`src/rtl/rc4_pkg.sv`:
```
// Shared definitions for the RC4 link framing path: byte type, frame FSM states
// and the default start-of-frame marker.
package rc4_pkg;

  localparam int BYTE_W = 8;

  typedef logic [BYTE_W-1:0] byte_t;

  localparam byte_t SOF_BYTE_DEF = 8'h7E;

  typedef enum logic [2:0] {
    ST_COLLECT,
    ST_HDR,
    ST_LEN,
    ST_PAY,
    ST_CHK
  } frame_state_t;

  // Trailer byte: running XOR of the payload folded with the length byte.
  function automatic byte_t chk_fold(input byte_t chk, input byte_t cnt);
    return chk ^ cnt;
  endfunction

endpackage

```
`src/rtl/rc4_frame_tx_if.sv`:
```
// Byte-stream bundle around the frame transmitter: ciphertext in, framed bytes out.
interface rc4_frame_tx_if;

  rc4_pkg::byte_t data_in;
  logic           valid_in;
  logic           last_in;
  logic           ready_out;
  rc4_pkg::byte_t data_out;
  logic           valid_out;
  logic           ready_in;
  logic           sof_out;
  logic           eof_out;
  rc4_pkg::byte_t frame_cnt;

  modport slave (
    input  data_in, valid_in, last_in, ready_in,
    output ready_out, data_out, valid_out, sof_out, eof_out, frame_cnt
  );

  modport master (
    output data_in, valid_in, last_in, ready_in,
    input  ready_out, data_out, valid_out, sof_out, eof_out, frame_cnt
  );

endinterface

```
`src/rtl/rc4_frame_buf.sv`:
```
// Payload store for one frame: synchronous write port, combinational read port.
module rc4_frame_buf
  import rc4_pkg::*;
#(
  parameter int DEPTH = 16,
  parameter int AW    = 4
) (
  input  logic          clk,
  input  logic          we_i,
  input  logic [AW-1:0] waddr_i,
  input  byte_t         wdata_i,
  input  logic [AW-1:0] raddr_i,
  output byte_t         rdata_o
);

  byte_t mem_q [DEPTH];

  always_ff @(posedge clk) begin
    if (we_i) mem_q[waddr_i] <= wdata_i;
  end

  assign rdata_o = mem_q[raddr_i];

endmodule

```
`src/rtl/rc4_frame_tx.sv`:
```
// Frames ciphertext bytes as SOF, LEN, payload, CHK over a valid/ready stream.
// One frame is buffered at a time; input is stalled while it is being sent.
module rc4_frame_tx
  import rc4_pkg::*;
#(
  parameter int    MAX_LEN  = 16,
  parameter byte_t SOF_BYTE = SOF_BYTE_DEF,
  parameter int    AW       = 4
) (
  input  logic           clk,
  input  logic           rst,
  rc4_frame_tx_if.slave  bus
);

  frame_state_t  state_q;
  byte_t         cnt_q, chk_q, data_q, fcnt_q;
  logic [AW-1:0] rd_q;
  logic          rdy_q, vld_q, sof_q, eof_q;

  logic          accept, xfer, close_d, pay_last;
  byte_t         cnt_d, chk_d, rdata;
  logic [AW-1:0] rd_d, raddr;

  assign accept   = bus.valid_in & rdy_q;
  assign xfer     = vld_q & bus.ready_in;
  assign cnt_d    = cnt_q + 8'd1;
  assign chk_d    = chk_q ^ bus.data_in;
  assign close_d  = bus.last_in | (cnt_d == 8'(MAX_LEN));
  assign rd_d     = rd_q + AW'(1);
  assign pay_last = (8'(rd_q) == (cnt_q - 8'd1));

  // Read address runs one ahead of rd_q so the next byte is ready to register.
  assign raddr = (state_q == ST_LEN) ? '0 : rd_d;

  rc4_frame_buf #(
    .DEPTH (MAX_LEN),
    .AW    (AW)
  ) u_buf (
    .clk     (clk),
    .we_i    (accept),
    .waddr_i (cnt_q[AW-1:0]),
    .wdata_i (bus.data_in),
    .raddr_i (raddr),
    .rdata_o (rdata)
  );

  always_ff @(posedge clk or posedge rst) begin
    if (rst) begin
      state_q <= ST_COLLECT;
      cnt_q   <= '0;
      chk_q   <= '0;
      rd_q    <= '0;
      rdy_q   <= 1'b0;
      vld_q   <= 1'b0;
      sof_q   <= 1'b0;
      eof_q   <= 1'b0;
      data_q  <= '0;
      fcnt_q  <= '0;
    end else begin
      case (state_q)
        ST_COLLECT: begin
          rdy_q <= 1'b1;
          if (accept) begin
            cnt_q <= cnt_d;
            chk_q <= chk_d;
            if (close_d) begin
              state_q <= ST_HDR;
              rdy_q   <= 1'b0;
              vld_q   <= 1'b1;
              sof_q   <= 1'b1;
              data_q  <= SOF_BYTE;
            end
          end
        end
        ST_HDR: if (xfer) begin
          state_q <= ST_LEN;
          sof_q   <= 1'b0;
          data_q  <= cnt_q;
        end
        ST_LEN: if (xfer) begin
          state_q <= ST_PAY;
          rd_q    <= '0;
          data_q  <= rdata;
        end
        ST_PAY: if (xfer) begin
          if (pay_last) begin
            state_q <= ST_CHK;
            eof_q   <= 1'b1;
            data_q  <= chk_fold(chk_q, cnt_q);
          end else begin
            rd_q   <= rd_d;
            data_q <= rdata;
          end
        end
        ST_CHK: if (xfer) begin
          state_q <= ST_COLLECT;
          vld_q   <= 1'b0;
          eof_q   <= 1'b0;
          rdy_q   <= 1'b1;
          cnt_q   <= '0;
          chk_q   <= '0;
          rd_q    <= '0;
          fcnt_q  <= fcnt_q + 8'd1;
        end
        default: state_q <= ST_COLLECT;
      endcase
    end
  end

  assign bus.ready_out = rdy_q;
  assign bus.valid_out = vld_q;
  assign bus.data_out  = data_q;
  assign bus.sof_out   = sof_q;
  assign bus.eof_out   = eof_q;
  assign bus.frame_cnt = fcnt_q;

endmodule

```
`src/flat_wrapper.sv`:
```
// flat-port wrapper written by rule: the top's interface ports become plain ports
module rc4_frame_tx_flat import rc4_pkg::*;
#(
  parameter int    MAX_LEN  = 16,
  parameter byte_t SOF_BYTE = SOF_BYTE_DEF,
  parameter int    AW       = 4
)
  (clk, rst, bus_data_in, bus_valid_in, bus_last_in, bus_ready_in, bus_ready_out, bus_data_out, bus_valid_out, bus_sof_out, bus_eof_out, bus_frame_cnt);
  rc4_frame_tx_if bus_i ();
  input  logic clk;
  input  logic rst;
  input wire logic [$bits(bus_i.data_in)-1:0] bus_data_in;
  input wire logic [$bits(bus_i.valid_in)-1:0] bus_valid_in;
  input wire logic [$bits(bus_i.last_in)-1:0] bus_last_in;
  input wire logic [$bits(bus_i.ready_in)-1:0] bus_ready_in;
  output wire logic [$bits(bus_i.ready_out)-1:0] bus_ready_out;
  output wire logic [$bits(bus_i.data_out)-1:0] bus_data_out;
  output wire logic [$bits(bus_i.valid_out)-1:0] bus_valid_out;
  output wire logic [$bits(bus_i.sof_out)-1:0] bus_sof_out;
  output wire logic [$bits(bus_i.eof_out)-1:0] bus_eof_out;
  output wire logic [$bits(bus_i.frame_cnt)-1:0] bus_frame_cnt;
  assign bus_i.data_in = bus_data_in;
  assign bus_i.valid_in = bus_valid_in;
  assign bus_i.last_in = bus_last_in;
  assign bus_i.ready_in = bus_ready_in;
  assign bus_ready_out = bus_i.ready_out;
  assign bus_data_out = bus_i.data_out;
  assign bus_valid_out = bus_i.valid_out;
  assign bus_sof_out = bus_i.sof_out;
  assign bus_eof_out = bus_i.eof_out;
  assign bus_frame_cnt = bus_i.frame_cnt;
  rc4_frame_tx #(.MAX_LEN(MAX_LEN), .SOF_BYTE(SOF_BYTE), .AW(AW)) u_core (.clk(clk), .rst(rst), .bus(bus_i));
endmodule
```
`config.mk`:
```
export PLATFORM = sky130hd
export DESIGN_NAME = rc4_frame_tx_flat
export DESIGN_NICKNAME = d
export VERILOG_FILES = /design/src/rtl/rc4_pkg.sv /design/src/rtl/rc4_frame_tx_if.sv /design/src/rtl/rc4_frame_buf.sv /design/src/rtl/rc4_frame_tx.sv /design/src/flat_wrapper.sv
export SDC_FILE = /design/constraint.sdc
export NUM_CORES = 1
export LEC_CHECK = 0
export CAP_MARGIN = 10
export CORE_ASPECT_RATIO = 1.1
export CORE_UTILIZATION = 35
export DETAILED_ROUTE_END_ITERATION = 7
export GPL_TIMING_DRIVEN = 0
export HOLD_SLACK_MARGIN = 0.02
export SLEW_MARGIN = 5
export SYNTH_ARGS = -nofsm -noshare
export SYNTH_HDL_FRONTEND = slang
export SYNTH_SLANG_ARGS = --single-unit
```
`constraint.sdc`:
```
create_clock -name clk -period 3.1 [get_ports clk]
set_input_delay 0.62 -clock clk [delete_from_list [all_inputs] [get_ports clk]]
set_output_delay 0.62 -clock clk [all_outputs]
set_load 0.1 [all_outputs]
```
### Word-level counts from Yosys, hierarchy flattened

Memories as Yosys holds them, arrays and structs flattened.
Index checks and enable logic that the tools add are counted.

| cells by class | value |
|---|---|
| magnitude comparators | 0 |
| mux-type cells | 39 |
| bitwise operators | 5 |
| reductions and logical operators | 16 |
| shift-type cells | 0 |
| $mul | 0 |
| div/mod/pow operators | 0 |
| $add $sub $neg | 4 |
| equality and inequality tests | 15 |

Operator list:

| kind | count |
|---|---|
| $mux 8 | 9 |
| $pmux 8 s2 | 2 |
| $pmux 8 s4 | 1 |
| $mux 3 | 7 |
| $add 8x1->8 const B | 2 |
| $mux 4 | 4 |
| $ne 2x1->1 const B | 8 |
| $reduce_and 4->1 | 4 |
| $xor 8x8->8 | 2 |
| $pmux 3 s5 | 1 |
| $mux 1 | 10 |
| $eq 4x8->1 | 1 |
| $eq 8x5->1 const B | 1 |
| $pmux 1 s2 | 4 |
| $pmux 4 s2 | 1 |
| $reduce_bool 2->1 | 4 |
| $sub 8x1->8 const B | 1 |
| $reduce_and 7->1 | 1 |
| $eq 3x2->1 const B | 2 |
| $reduce_and 6->1 | 1 |
| $add 4x1->4 const B | 1 |
| $reduce_and 2->1 | 2 |
| $reduce_bool 4->1 | 1 |
| $eq 3x1->1 const B | 1 |
| 7 further kinds | 8 |

| storage, ports and cells | value |
|---|---|
| output and inout port bits | 20 |
| latch bits | 0 |
| memories | 1 |
| logic and storage cells | 90 |
| bits in writable memories | 128 |
| memory bits (read-only) | 0 |
| flip-flop bits (word level) | 43 |
| input port bits | 13 |

Memory list:

| name | words | width | rd ports | clocked after memory_dff | write ports | RTL line | source |
|---|---|---|---|---|---|---|---|
| u_core.u_buf.mem_q | 16 | 8 | 1 | 0 | 1 | rc4_frame_buf.sv:16 | `byte_t mem_q [DEPTH];` |

### Depth between registers and ports, before layout

Gate-level depths: netlist of run 1.

| logic depth | value |
|---|---|
| word-level depth | 6 |
| gate-level depth with buffers | 10 |
| mapped depth without buffers | 8 |

### By module

From an unflattened synthesis of run 1, not the netlist that was laid out.

| second synthesis, totals | value |
|---|---|
| cells, all modules | 503 |
| area total of the unflattened synthesis | 7,529.7 µm² |

By module, submodules not included:

| module | instances | cells an instance | area each (µm²) | sequential area each (µm²) |
|---|---|---|---|---|
| rc4_frame_buf | 1 | 221 | 4,987.3 | 3,843.7 |
| rc4_frame_tx | 1 | 282 | 2,542.4 | 1,076.0 |

### Worst setup path before layout of run 1

OpenSTA, ideal clock, no wires.

| timing path | value |
|---|---|
| path type | register -> register |
| start point | register u_core.cnt_q[1] |
| end point | register u_core.data_q[3], in the netlist u_core.bus.data_out[3] |
| path buffers | 1 |
| library setup time | 0.126 ns |
| data required time | 2.974 ns |
| clock period less this slack | 2.422 ns |
| path slack | 0.678 ns |
| cell stages (with the launch flop) | 10 |
| arrival time | 2.296 ns |
| cell sequence | dfrtp_1 -> clkbuf_1 -> inv_1 -> ha_1 -> and2_1 -> a211oi_1 -> o31a_1 -> nor4_1 -> o21a_1 -> o32a_1 |

| on the way | value |
|---|---|
| word-level cells in the longest chain between the ends | 5 |
| elaborated cells on any way between the ends | 10 |
| classes of those cells | 2 x add/sub; 3 x eq/ne; 3 x mux; 1 x bitwise; 1 x reduce/logical |

RTL lines:

| element | RTL line | source |
|---|---|---|
| from (decl) | rc4_frame_tx.sv:16 | `byte_t cnt_q, chk_q, data_q, fcnt_q;` |
| from (signal assigned) | rc4_frame_tx.sv:64 | `cnt_q <= cnt_d;` |
| $add 8x1->8 / $sub 8x1->8 (equally long branches) | rc4_frame_tx.sv:26, rc4_frame_tx.sv:30 |  |
| $eq 8x5->1 / $eq 4x8->1 (equally long branches) | rc4_frame_tx.sv:28, rc4_frame_tx.sv:30 |  |
| $or 1x1->1 / $mux 8 (equally long branches) | rc4_frame_tx.sv:28, rc4_frame_tx.sv:86 |  |
| $ne 2x1->1 (no source line) / $mux 8 (equally long branches) | -- |  |
| $reduce_and 6->1 (no source line) / $pmux 8 s4 (equally long branches) | -- |  |
| to (signal assigned) | rc4_frame_tx.sv:78 | `data_q <= cnt_q;` |
| to (signal assigned) | rc4_frame_tx.sv:83 | `data_q <= rdata;` |
| to (signal assigned) | rc4_frame_tx.sv:89 | `data_q <= chk_fold(chk_q, cnt_q);` |
| to (decl) | rc4_frame_tx.sv:16 |  |

Several ways; a longest one is shown, not always the timed one. The select of a mux whose other input is x is not followed.
A chain may end at the register's enable or synchronous reset.

### Final worst setup path of run 1

| timing path | value |
|---|---|
| start point | register u_core.rd_q[1] |
| end point | register u_core.data_q[1], in the netlist u_core.bus.data_out[1] |

| on the way | value |
|---|---|
| word-level cells in the longest chain between the ends | 6 |
| elaborated cells on any way between the ends | 8 |
| classes of those cells | 1 x add/sub; 1 x eq/ne; 5 x mux; 1 x memory |

RTL lines:

| element | RTL line | source |
|---|---|---|
| from (decl) | rc4_frame_tx.sv:17 | `logic [AW-1:0] rd_q;` |
| from (signal assigned) | rc4_frame_tx.sv:91 | `rd_q <= rd_d;` |
| $add 4x1->4 | rc4_frame_tx.sv:29 | `assign rd_d = rd_q + AW'(1);` |
| $mux 4 | rc4_frame_tx.sv:33 | `assign raddr = (state_q == ST_LEN) ? '0 : rd_d;` |
| $mem_v2 16x8 | -- |  |
| $mux 8 | rc4_frame_tx.sv:86 | `if (pay_last) begin` |
| $mux 8 | rc4_frame_tx.sv:85 | `ST_PAY: if (xfer) begin` |
| $pmux 8 s4 * | rc4_frame_tx.sv:60 | `case (state_q)` |
| to (signal assigned) | rc4_frame_tx.sv:83 |  |
| to (signal assigned) | rc4_frame_tx.sv:89 |  |
| to (signal assigned) | rc4_frame_tx.sv:92 | `data_q <= rdata;` |

Every way passes the cells marked *; elsewhere a longest branch is shown, timed or not. The select of a mux whose other input is x is not followed.

==> results of run 1 <==
through the flow:
stage	area, um2	worst slack [ns]	TNS (ns)	power [mW]	hold slack (ns)
final	9100	0.161	0	4.49	0.353
after global routing	9100	0.0225	0	4.62	0.358
after CTS	9090	0.0610	0	4.52	0.337
after detailed placement	8550	-0.297	-0.480	2.58	0.471
after global placement	8530	-0.204	-0.298	2.57	0.461
after floorplan	7850	0.678	0	2.52	0.504
area by class of cell:
cell class	count	area [um2]	share of cell area
timing repair buffer	33	340	0.0374
buffer	37	194	0.0213
sequential	171	4920	0.541
inverter	8	30.0	0.00330
clock buffer	18	429	0.0472
multi-input combinational	400	2710	0.297
clock inverter	13	110	0.0121
tap	295	369	0.0406
sequential cells by signal, indices dropped and copies added (netlist names):
| register | flops |
|---|---|
| u_core.bus.eof_out | 1 |
| u_core.bus.frame_cnt | 8 |
| u_core.bus.sof_out | 1 |
| u_core.state_q | 3 |
| u_core.rd_q | 4 |
| u_core.bus.ready_out | 1 |
| u_core.cnt_q | 8 |
| u_core.bus.valid_out | 1 |
| u_core.u_buf.mem_q | 128 |
| u_core.chk_q | 8 |
| u_core.bus.data_out | 8 |
placed cells by master, fill, tap and decap left out, types with 16 or more instances in the layout:
| cell type | Yosys | final |
|---|---|---|
| buf_2 | 18 | 19 |
| mux2i_1 | 28 | 28 |
| clkdlybuf4s50_1 | 0 | 32 |
| edfxtp_1 | 128 | 128 |
| nand3_1 | 16 | 16 |
| a21oi_1 | 26 | 26 |
| nand2_1 | 48 | 48 |
| nor3_1 | 24 | 24 |
| and2_1 | 16 | 16 |
| xor2_1 | 16 | 16 |
| nor2_1 | 35 | 35 |
| dfrtp_1 | 43 | 43 |
| o21ai_0 | 23 | 22 |
| clkbuf_16 | 0 | 17 |
cells by family after synthesis:
kind of cell	synth area share
simple gates	0.129
mux	0.0530
compound gates	0.122
fa+ha+maj	0.0112
buf+inv	0.0287
flops	0.627
xor+xnor	0.0290
worst register-to-register path, delay by kind of cell, from the launching register on:
family	cells	cell delay, ns
adder cells (fa/ha/maj)	1	0.35
flip-flops	1	0.44
buffers and inverters	2	0.72
AND/OR/NAND/NOR	1	0.14
AO/OA/AOI/OAI	5	1.20
report_power, final:
part	total, mW	switching, mW	internal (mW)
clock network	1.97	0.926	1.04
registers	2.46	0	2.46
logic	0.0636	0.0472	0.0163
final timing paths:
| path | start | endpoint | slack, ns | cells after the start |
|---|---|---|---|---|
| max | u_core.rd_q[1] | u_core.bus.data_out[1] | 0.16 | 9 |
| min | rst | u_core.chk_q[6] | 0.35 | 2 |
| max reg2reg | u_core.rd_q[1] | u_core.bus.data_out[1] | 0.16 | 9 |
| min reg2reg | u_core.bus.frame_cnt[7] | u_core.bus.frame_cnt[7] | 0.47 | 1 |
| max in group asynchronous | rst | u_core.rd_q[0] | 2.34 | 3 |
| min in group clk | u_core.bus.frame_cnt[7] | u_core.bus.frame_cnt[7] | 0.47 | 1 |
routing by layer:
| layer | vias to the layer above | GRT usage |
|---|---|---|
| li1 | 2449 | - |
| met1 | 2712 | 0.254 |
| met2 | 243 | 0.313 |
| met3 | 44 | 0.0478 |
| met4 | 0 | 0.0722 |
| met5 | - | 0 |
==> flow_summary.toml, run 1 <==
[clock_tree]
numCtsBuffers = 17
htree_levels = 4
post_cts_buffers = 0
cts_resized = 2
postCtsHoldBufs = 0
clk_pin_slew_worst_paths_ns = 0.06
cts-root-buf = "clkbuf_16"
cts_tree = "done"
cts.sinks = 171
clock_insertion_delay_worst_skew_ns = 0.44
cts_buffer_depth = 2

[die]
die_area_mm2 = 0.0230
start_util = 0.356
ios = 33
coreArea_mm2 = 0.0220
die_x_um = 145
rows = 57
die_y_um = 159

[finish]
final_nets = 688
drive_gt1_frac = 0.118
fillers = 2039
layout.cells.non_filler = 975
finish.utilization = 0.413
diodes = 0
syn2layout_area_growth_pct = 16.0

[setup_path]
endpoint_kind = "flop"
cp-start-kind = "flop"
path_class = "flop to flop"
critPathTopFamily = "compound AO/OA/AOI/OAI gates"
cp.required_ns = 3.44
crit_slowest_cell = "clkbuf_1"
critPathBufInv = 2
path_max_fanout = 10
cp_data_arrival_time_ns = 3.28
crit_path_cell_trace = "ha_1, buf_2, clkbuf_1, nor3_1, a221oi_2, a211oi_1, a311oi_1, o21ai_1, a31oi_1"
critical-path-max-stage-delay_ns = 0.46

[yosys]
yosysSeqAreaShare = 0.627
synth_seq_cells = 171
async_reset_ff_frac = 0.251
syn_avg_cell_area_um2 = 12.7
yosys.area.top_type = "edfxtp_1"
synth_common_cells = "128 x edfxtp_1, 48 x nand2_1, 43 x dfrtp_1, 35 x nor2_1, 28 x mux2i_1"
synthFlopType = "edfxtp_1"
synth_fp_nets = 637
yosysWarnings = 0
syn_area_mm2 = 0.00785
synthTopCellsByArea = "edfxtp_1 49%, dfrtp_1 14%, mux2i_1 3.6%"
syn_inst = 617
ys_types = 70
synth_most_common_cell = "edfxtp_1"
synth_top_cell_area_share = 0.490
synth_edf_count = 128

[pwr]
p_leak_nw = 3.35
p_per_area_mw_per_mm2 = 494
irDropWorstVdd_mv = 0.358

[timing]
relSlewSlack = 0.236
max_freq_mhz = 340
finalCritPeriodShare = 0.948
hold_viol = 0
clock_skew_ns = 0.0111
rsz0062_at_grt = "false"
worst_slew_pin_slew_ns = 1.14
finalMaxSlewViolations = 0
min_period_ns = 2.94
setup-violations-final = 0

[global_routing]
grt_pass1_wl_um = 32500
grt_pass1_vias = 5345
overflow = 0
grt_use_total = 0.195
grt_start_max_net_pins = 43
antenna_found_initial = 0

[placed_design]
routabilityCongestion = 0.904
io_buffers = 32
place_inst = 945
dpl.hpwl_um = 15100

[drt]
wl_met3_um = 1460
top_layer = "met4"
detail_route.wirelength.met1_um = 8960
drtPass1Iterations = 6
wl_met2_um = 10400
vias = 5448
drt-total-wl_um = 21400
wl_per_cell_um = 22.0
drc = 0
ant_nets = 0
via_per_inst = 5.59
drt-initial-drc-count = 631

[worst_hold_path]
hp-class = "input pin to async pin"

[job]
cap_violations = 0

[run_status]
outcome = "finished, final reports clean"
(Power assumes the default switching activity.)
==> run 2, diff against run 1 <==
- PLACE_DENSITY: not set -> 0.53
- SLEW_MARGIN: 5 -> not set
==> run 2 against run 1 <==
Against the previous run: register-to-register slack got worse by 0.15 ns; clock power up 9%; non-clock buffer count stayed put; critical path type unchanged; via count is 0.61% lower; maximum frequency decreased by 4.8%; setup slack worse by 0.15 ns; wire length shrank 0.20%.
==> flow_summary.toml, run 2 (same netlist as run 1, synthesis figures left out) <==
[run_status]
outcome = "finished, final reports clean"

[global_routing]
grt_start_max_net_pins = 44
grt_pass1_wl_um = 33000
overflow = 0
grt_pass1_vias = 5545
grt_use_total = 0.198
antenna_found_initial = 0

[setup_path]
r2r_cells = 9
critical-path-max-stage-delay_ns = 0.45
path_class = "flop to flop"
startpoint = "u_core.state_q[0]"
path_max_fanout = 10
cp.depth = 9
crit_slowest_cell = "nor3b_2"
cp.required_ns = 3.38
crit_path_cell_trace = "buf_2, nor3b_2, buf_2, buf_2, a2111oi_0, a211oi_1, a311oi_1, o21ai_0, a31oi_1"
cp-start-kind = "flop"
critPathTopFamily = "compound AO/OA/AOI/OAI gates"
crit_top_cell = "buf_2"
critPathBufInv = 3
rr_startpoint = "u_core.state_q[0]"
cp_data_arrival_time_ns = 3.37
endpoint_kind = "flop"

[die]
rows = 57
die_area_mm2 = 0.0230
ios = 33
coreArea_mm2 = 0.0220
die_x_um = 145
die_y_um = 159
start_util = 0.356

[drt]
wl_per_cell_um = 21.9
drtPass1Iterations = 5
drt-total-wl_um = 21400
ant_nets = 0
vias = 5415
drc = 0
via_per_inst = 5.55
drt-initial-drc-count = 536

[placed_design]
dpl.hpwl_um = 14900
place_inst = 944
routabilityCongestion = 0.930
pre_cts_ws_ns = -0.147
io_buffers = 32

[finish]
syn2layout_area_growth_pct = 16.5
layout_common_cells = "128 x edfxtp_1, 48 x nand2_1, 43 x dfrtp_1"
fillers = 2051
largest_reg_flops = 128
mostFrequentLayoutCell = "edfxtp_1"
layout.cells.non_filler = 976
diodes = 0
finish.utilization = 0.415
final_nets = 688
drive_gt1_frac = 0.119
regMostFlops = "u_core.u_buf.mem_q"

[timing]
min_period_ns = 3.09
hold_viol = 0
clock_skew_ns = 0.00933
worst_slew_pin_slew_ns = 1.15
max_freq_mhz = 324
finalCritPeriodShare = 0.996
finalMaxSlewViolations = 0
relSlewSlack = 0.227
setup-violations-final = 0
setup_ws_ns = 0.0126
rsz0062_at_grt = "true"

[pwr]
p_int_mw = 3.63
p_seq_frac = 0.527
switchingPower_mw = 1.05
clkPwrFrac = 0.460
p_per_area_mw_per_mm2 = 512
sw_frac_of_total = 0.224
total_power_mw = 4.68
irDropWorstVdd_mv = 0.378
p_leak_nw = 3.37
combPwrFrac = 0.013

[clock_tree]
cts.sinks = 171
postCtsHoldBufs = 0
cts-root-buf = "clkbuf_16"
post_cts_buffers = 0
clk_pin_slew_worst_paths_ns = 0.07
cts_tree = "done"
htree_levels = 4
numCtsBuffers = 17
cts_buffer_depth = 2
clock_insertion_delay_worst_skew_ns = 0.43

[worst_hold_path]
holdPathStages = 1
min_from = "u_core.bus.frame_cnt[7]"
hp-class = "flop to flop"

[job]
cap_violations = 0
[run 2: cell types whose count changed in the layout (fill, tap and decap cells not counted), sizes merged]
cell,before,now
buf,26,25
bufinv,0,1
clkinv,5,6
clkinvlp,3,2
inv,13,14
[run 2: routing by layer]
layer | GRT usage | vias up | part of all wire
met3 | 0.0394 | 36 | 0.055
met4 | 0.0742 | 0 | 0.029
li1 | - | 2459 | -
met2 | 0.312 | 226 | 0.48
met1 | 0.267 | 2694 | 0.44
met5 | 0 | - | 0
[run 2: power by group through the flow]
stage | registers (mW) | logic (mW) | clock network [mW]
floorplan | 2.51 | 0.00889 | 0
global placement | 2.51 | 0.0606 | 0
detailed placement | 2.51 | 0.0624 | 0
CTS | 2.46 | 0.0625 | 2.18
global route | 2.46 | 0.0669 | 2.27
finish | 2.46 | 0.0609 | 2.15
[run 2: per-stage QoR]
stage               instance area (um2)  hold WS, ns  setup TNS (ns)
floorplan                          7850        0.504               0
global placement                   8530        0.462          -0.207
detailed placement                 8530        0.468          -0.173
CTS                                9140        0.478               0
global route                       9140        0.506         -0.0530
finish                             9140        0.470               0
[run 2: worst register-to-register path, cell delays in order (launching register included)]
cell and delay, ns:
dfrtp_1 0.37, buf_2 0.19, nor3b_2 0.45, buf_2 0.39, buf_2 0.31, a2111oi_0 0.11, a211oi_1 0.36, a311oi_1 0.14
o21ai_0 0.45, a31oi_1 0.17
[run 2: path summary, 6_finish.rpt]
check,end,slack [ns]
setup reg to reg,u_core.bus.data_out[5],0.01
hold reg to reg,u_core.bus.frame_cnt[7],0.47
max in group asynchronous,u_core.rd_q[2],1.85
hold / removal,u_core.bus.frame_cnt[7],0.47
setup / recovery,u_core.bus.data_out[5],0.01
min in group asynchronous,u_core.cnt_q[1],0.70
[run 2: area by class of cell]
type / instances / area (um2) / share of cell area
sequential: 171 / 4920 / 0.538
timing repair buffer: 32 / 320 / 0.0350
tap: 295 / 369 / 0.0404
inverter: 8 / 30.0 / 0.00328
clock inverter: 15 / 175 / 0.0192
buffer: 38 / 198 / 0.0216
clock buffer: 17 / 425 / 0.0465
multi-input combinational: 400 / 2710 / 0.296
[run 2: timing repair]
item | in CTS | in global routing
gates resized for setup | 1 | 2
pin swaps | 0 | 0
setup endpoints to repair | 2 | 2
